### src/rtl/pipe_stage_reg.sv
// pipe_stage_reg: valid/ready pipeline register with flush and a saturating bubble counter.
// Define PIPE_SKID_EN for a two-entry skid build whose in_ready has no path from out_ready.
module pipe_stage_reg #(
  parameter int              DATA_W      = 128,
  parameter logic [DATA_W-1:0] RESET_VAL = '0,
  parameter bit              FLUSH_CLEAR = 1'b1,
  parameter int              CNT_W       = 16
) (
  input  logic              clk,
  input  logic              resetn,
  input  logic              in_valid,
  output logic              in_ready,
  input  logic [DATA_W-1:0] in_data,
  output logic              out_valid,
  input  logic              out_ready,
  output logic [DATA_W-1:0] out_data,
  input  logic              stall,
  input  logic              flush,
  output logic [CNT_W-1:0]  bubble_cnt
);
  logic [DATA_W-1:0] data_q, data_d, flush_val;
  logic [CNT_W-1:0]  cnt_q, cnt_d;
  logic              in_fire, out_fire;

  assign in_fire    = in_valid & in_ready;
  assign out_fire   = out_valid & out_ready;
  assign out_data   = data_q;
  assign bubble_cnt = cnt_q;
  assign flush_val  = FLUSH_CLEAR ? RESET_VAL : data_q;
  assign cnt_d      = (~out_valid & ~&cnt_q) ? cnt_q + 1'b1 : cnt_q;

`ifdef PIPE_SKID_EN
  typedef enum logic [1:0] {EMPTY, ONE, TWO} state_e;
  state_e            state_q, state_d;
  logic [DATA_W-1:0] skid_q, skid_d;

  assign out_valid = state_q != EMPTY;
  assign in_ready  = ~stall & (state_q != TWO);

  always_comb begin
    state_d = state_q;
    data_d  = data_q;
    skid_d  = skid_q;
    if (flush) begin
      state_d = EMPTY;
      data_d  = flush_val;
      skid_d  = FLUSH_CLEAR ? RESET_VAL : skid_q;
    end else begin
      case (state_q)
        EMPTY: if (in_fire) begin
          state_d = ONE;
          data_d  = in_data;
        end
        ONE: if (in_fire & out_fire) data_d = in_data;
          else if (in_fire) begin
            state_d = TWO;
            skid_d  = in_data;
          end else if (out_fire) state_d = EMPTY;
        TWO: if (out_fire) begin
          state_d = ONE;
          data_d  = skid_q;
        end
        default: state_d = EMPTY;
      endcase
    end
  end

  always_ff @(posedge clk or negedge resetn)
    if (!resetn) begin
      state_q <= EMPTY;
      data_q  <= RESET_VAL;
      skid_q  <= RESET_VAL;
      cnt_q   <= '0;
    end else begin
      state_q <= state_d;
      data_q  <= data_d;
      skid_q  <= skid_d;
      cnt_q   <= cnt_d;
    end
`else
  logic valid_q, valid_d;

  assign out_valid = valid_q;
  assign in_ready  = ~stall & (~valid_q | out_ready);
  assign valid_d   = flush ? 1'b0 : in_fire ? 1'b1 : out_fire ? 1'b0 : valid_q;
  assign data_d    = flush ? flush_val : in_fire ? in_data : data_q;

  always_ff @(posedge clk or negedge resetn)
    if (!resetn) begin
      valid_q <= 1'b0;
      data_q  <= RESET_VAL;
      cnt_q   <= '0;
    end else begin
      valid_q <= valid_d;
      data_q  <= data_d;
      cnt_q   <= cnt_d;
    end
`endif
endmodule

### config.mk
export PLATFORM = sky130hd
export DESIGN_NAME = pipe_stage_reg
export DESIGN_NICKNAME = d
export VERILOG_FILES = /design/src/rtl/pipe_stage_reg.sv
export SDC_FILE = /design/constraint.sdc
export NUM_CORES = 1
export LEC_CHECK = 0
export ABC_AREA = 1
export CAP_MARGIN = 15
export CORE_MARGIN = 2
export CORE_UTILIZATION = 40
export CTS_CLUSTER_DIAMETER = 200
export CTS_CLUSTER_SIZE = 10
export DETAILED_ROUTE_END_ITERATION = 10
export PLACE_DENSITY = 0.76
export SLEW_MARGIN = 20
export SYNTH_ARGS = -nofsm -noshare
export SYNTH_HDL_FRONTEND = slang
export SYNTH_SLANG_ARGS = --single-unit
### constraint.sdc
create_clock -name clk -period 1.75 [get_ports clk]
set_input_delay 0.35 -clock clk [delete_from_list [all_inputs] [get_ports clk]]
set_output_delay 0.35 -clock clk [all_outputs]
set_load 0.05 [all_outputs]
==> PnR_summary.wiki <==
{| class="wikitable"
! Metric !! Value
|-
| Synthesized netlist cell count || 700
|-
| Port buffer count || 279
|-
| Unique cell type count in the Yosys netlist || 24
|-
| Part of the cycle the worst path needs || 96.9%
|-
| TritonCTS Buffers || 17
|-
| Warnings from Yosys || 0
|-
| Initial DRT Pass Iterations || 4
|-
| R2R Setup Slk || 0.13 ns
|-
| Largest cells by area after synthesis || sky130_fd_sc_hd__dfrtp_1 (54%), sky130_fd_sc_hd__o21ai_2 (12%), sky130_fd_sc_hd__nand3_1 (10%)
|-
| Final Hold Viols || 0
|-
| Sequential cell area fraction in the yosys report || 54.2%
|-
| Flip-flop and latch count after synthesis || 145
|-
| Required time of the critical path || 1.40 ns
|-
| Weighted congestion reported at the end of routability-driven placement || 0.818
|-
| Worst slack, placed || -0.0618 ns
|-
| CP Capture Type || output pin
|-
| Number of standard-cell rows in the floorplan || 47
|-
| Max FO, Critical Path || 5
|-
| Post-detailed-route via-to-cell ratio || 4.75
|-
| Antenna-violating nets left || 0
|-
| Clock network power share || 37.3%
|-
| Number of remaining DRC errors || 0
|-
| Yosys top cell by area || sky130_fd_sc_hd__dfrtp_1
|-
| Class of the most critical setup path || register to output pin
|-
| Aggregate global-route resource usage || 20.7%
|-
| Min Tclk post-route || 1.70 ns
|-
| Maximum clock skew at final layout || 0.00867 ns
|-
| Post-Synthesis Net Count || 835
|-
| Met1 Track Usage GR || 25.9%
|-
| RSZ-0062 raised after global routing || true
|-
| Gate power share || 23.0%
|-
| Detailed-route via count || 5769
|-
| Vert. Die Dim || 133 um
|-
| Antenna diode count || 0
|-
| Slew margin rel. || 71.9%
|-
| Post-detailed-placement half-perimeter wirelength || 12900 um
|-
| Starting utilization of the core area || 40.7%
|-
| Post-Route Hold Slack || 0.440 ns
|-
| Detailed Route WL || 18100 um
|-
| Leak Pwr || 5.17 nW
|-
| Commonest cells after routing, fill and taps aside || sky130_fd_sc_hd__buf_4 (151), sky130_fd_sc_hd__dfrtp_1 (143), sky130_fd_sc_hd__inv_1 (141), sky130_fd_sc_hd__nand3_1 (137), sky130_fd_sc_hd__clkdlybuf4s50_1 (132)
|-
| Per-instance average area after synthesis || 9.57 um2
|-
| Max-cap violations || 0
|-
| Switching part of the total power || 31.1%
|-
| Power density over cell area || 941 nW/um2
|-
| Maximum achievable frequency || 590 MHz
|-
| Clock latency on the worst-skew pair || 0.41 ns
|-
| Least setup slack across all paths after layout || 0.0544 ns
|-
| Global-route wire length before repair || 29200 um
|-
| DR WL/cell || 14.9 um
|-
| Busiest layer in global routing || met2
|-
| CTS tree || built
|-
| Initial antenna violation count || 0
|-
| Vias in the first global route || 5517
|-
| Met2 routing resource usage after global routing || 34.1%
|-
| Cell at the root of the clock tree || sky130_fd_sc_hd__clkbuf_16
|-
| Die boundary width || 133 um
|-
| Number of nets in the layout || 1117
|-
| Clock Tree Buf Depth || 2
|-
| NetSw || 2.95 mW
|-
| Total placed instance area || 9490 um2
|-
| Status || completed
|-
| RR Startpoint || bubble_cnt[0]$_DFFE_PN0P_
|-
| Met3 layer usage reported by global route || 4.72%
|-
| Cell Area, Synth || 6700 um2
|-
| Residual overflow from global routing || 0
|-
| Sinks on the clock net || 145
|-
| Largest net degree at the start of global routing || 64
|-
| Area growth from synthesis to layout || 50.6%
|-
| First DRT Iteration DRCs || 336
|-
| H-tree level count || 4
|-
| Core Footprint || 16500 um2
|-
| Finished Cell Area || 10100 um2
|-
| Critical Path Start Type || register
|-
| Count of cells along the worst register-to-register path || 7
|-
| Internal power contribution || 6.55 mW
|-
| Fraction of final layout cells with drive strength greater than 1 || 31.0%
|-
| I/O pin total || 280
|-
| Hold Path Class || input pin to async pin
|-
| Most common cell after layout, fill and taps aside || sky130_fd_sc_hd__buf_4
|-
| Number of max-slew violations in the final report || 0
|-
| Reg power frac || 39.7%
|-
| Arrival time worst endpoint || 1.35 ns
|-
| Synth top area share || 54.2%
|-
| Transition time of the tightest slew-check pin || 0.422 ns
|-
| Final core utilization || 61.3%
|-
| Die Outline Area || 17800 um2
|-
| Worst R2R End || bubble_cnt[9]$_DFFE_PN0P_
|-
| Clock transition at path regs || 0.06 ns
|-
| Peak VDD IR || 0.000626 V
|-
| Number of endpoints failing setup at the final stage || 0
|}
==> repair_timing <==
action,in CTS,in global routing
resized for setup,0,2
buffers inserted,1,0
pin swaps,1,0
endpoints found under the setup margin,1,2
endpoints found under the hold margin,34,0
hold buffers,1,0
==> cell families (layout without fill, tap and decap cells) <==
family | Yosys count | after routing | share of synthesized area, %
buffers and inverters | 185 | 479 | 13.2
XOR/XNOR | 5 | 5 | 0.654
AND/OR/NAND/NOR | 227 | 227 | 16.3
adder cells (fa/ha/maj) | 1 | 1 | 0.187
flip-flops | 145 | 145 | 54.2
AO/OA/AOI/OAI | 137 | 137 | 15.4
==> final cells by class <==
type                    instances  area [um2]
clock buffers                  22         464
flip-flops and latches        145        3630
well taps                     220         275
inverters                     143         542
clock inverters                 9         108
fillers                      1431        6380
repair buffers                305        2880
multi-input cells             370        2190
==> per-layer routing <==
layer	wire (um)	up-vias	part of all wire, %
li1	-	2806	-
met2	9040	184	50
met4	514	0	2.8
met1	7390	2742	41
met3	1130	37	6.3
met5	0	-	0
==> registers in the layout (all words and copies together) (netlist names) <==
name        count
bubble_cnt     16
out_data      128
out_valid       1
==> per-stage QoR <==
stage               TNS [ns]  total power [mW]  std cells
floorplan                  0              5.08        700
global placement           0              5.99       1181
detailed placement    -0.446              6.01       1181
CTS                        0              9.60       1214
global route        -0.00280              9.89       1214
finish                     0              9.50       1214
==> power by group through the flow <==
stage	combinational [mW]	clock, mW	sequential (mW)
after floorplan	0.555	0	4.52
after global placement	2.17	0	3.82
after detailed placement	2.19	0	3.82
after CTS	2.20	3.62	3.77
after global routing	2.32	3.77	3.80
final	2.18	3.55	3.77
==> worst max-delay path: stages (launching register included) <==
cell and delay, ns:
sky130_fd_sc_hd__dfrtp_2 0.45, sky130_fd_sc_hd__inv_4 0.07, sky130_fd_sc_hd__nor2_4 0.11, sky130_fd_sc_hd__nor2_4 0.04, sky130_fd_sc_hd__buf_4 0.13, sky130_fd_sc_hd__buf_12 0.14
==> cell usage after synthesis <==
master,n
sky130_fd_sc_hd__nand2_4,1
sky130_fd_sc_hd__a31o_2,1
sky130_fd_sc_hd__o21ai_2,91
sky130_fd_sc_hd__nand3b_1,2
sky130_fd_sc_hd__buf_2,4
sky130_fd_sc_hd__clkbuf_1,10
sky130_fd_sc_hd__buf_4,2
sky130_fd_sc_hd__xnor2_1,5
sky130_fd_sc_hd__buf_1,2
sky130_fd_sc_hd__dfrtp_1,145
sky130_fd_sc_hd__ha_1,1
sky130_fd_sc_hd__nor2_2,3
sky130_fd_sc_hd__nor2_4,3
sky130_fd_sc_hd__inv_2,1
sky130_fd_sc_hd__nand2_2,3
sky130_fd_sc_hd__inv_1,142
sky130_fd_sc_hd__o21ai_1,21
sky130_fd_sc_hd__o21ai_0,24
sky130_fd_sc_hd__nand3_2,1
sky130_fd_sc_hd__buf_6,24
sky130_fd_sc_hd__nand2_1,56
sky130_fd_sc_hd__nor2_1,16
sky130_fd_sc_hd__nand3_1,137
sky130_fd_sc_hd__nand4_1,5
==> worst max-delay path by stage <==
| stage | from | end | slack (ns) | depth (start not counted) |
|---|---|---|---|---|
| finish | out_valid$_DFFE_PN0P_ | in_ready | 0.05 | 5 |
| global route | out_valid$_DFFE_PN0P_ | in_ready | -0.003 | 5 |
| CTS | out_valid$_DFFE_PN0P_ | in_ready | 0.02 | 5 |
| detailed placement | out_ready | out_data[125]$_DFFE_PN0P_ | -0.06 | 7 |
| global placement | out_ready | out_data[120]$_DFFE_PN0P_ | 0.0001 | 7 |
| floorplan | bubble_cnt[1]$_DFFE_PN0P_ | bubble_cnt[10]$_DFFE_PN0P_ | 0.005 | 8 |
(Power assumes the default switching activity.)
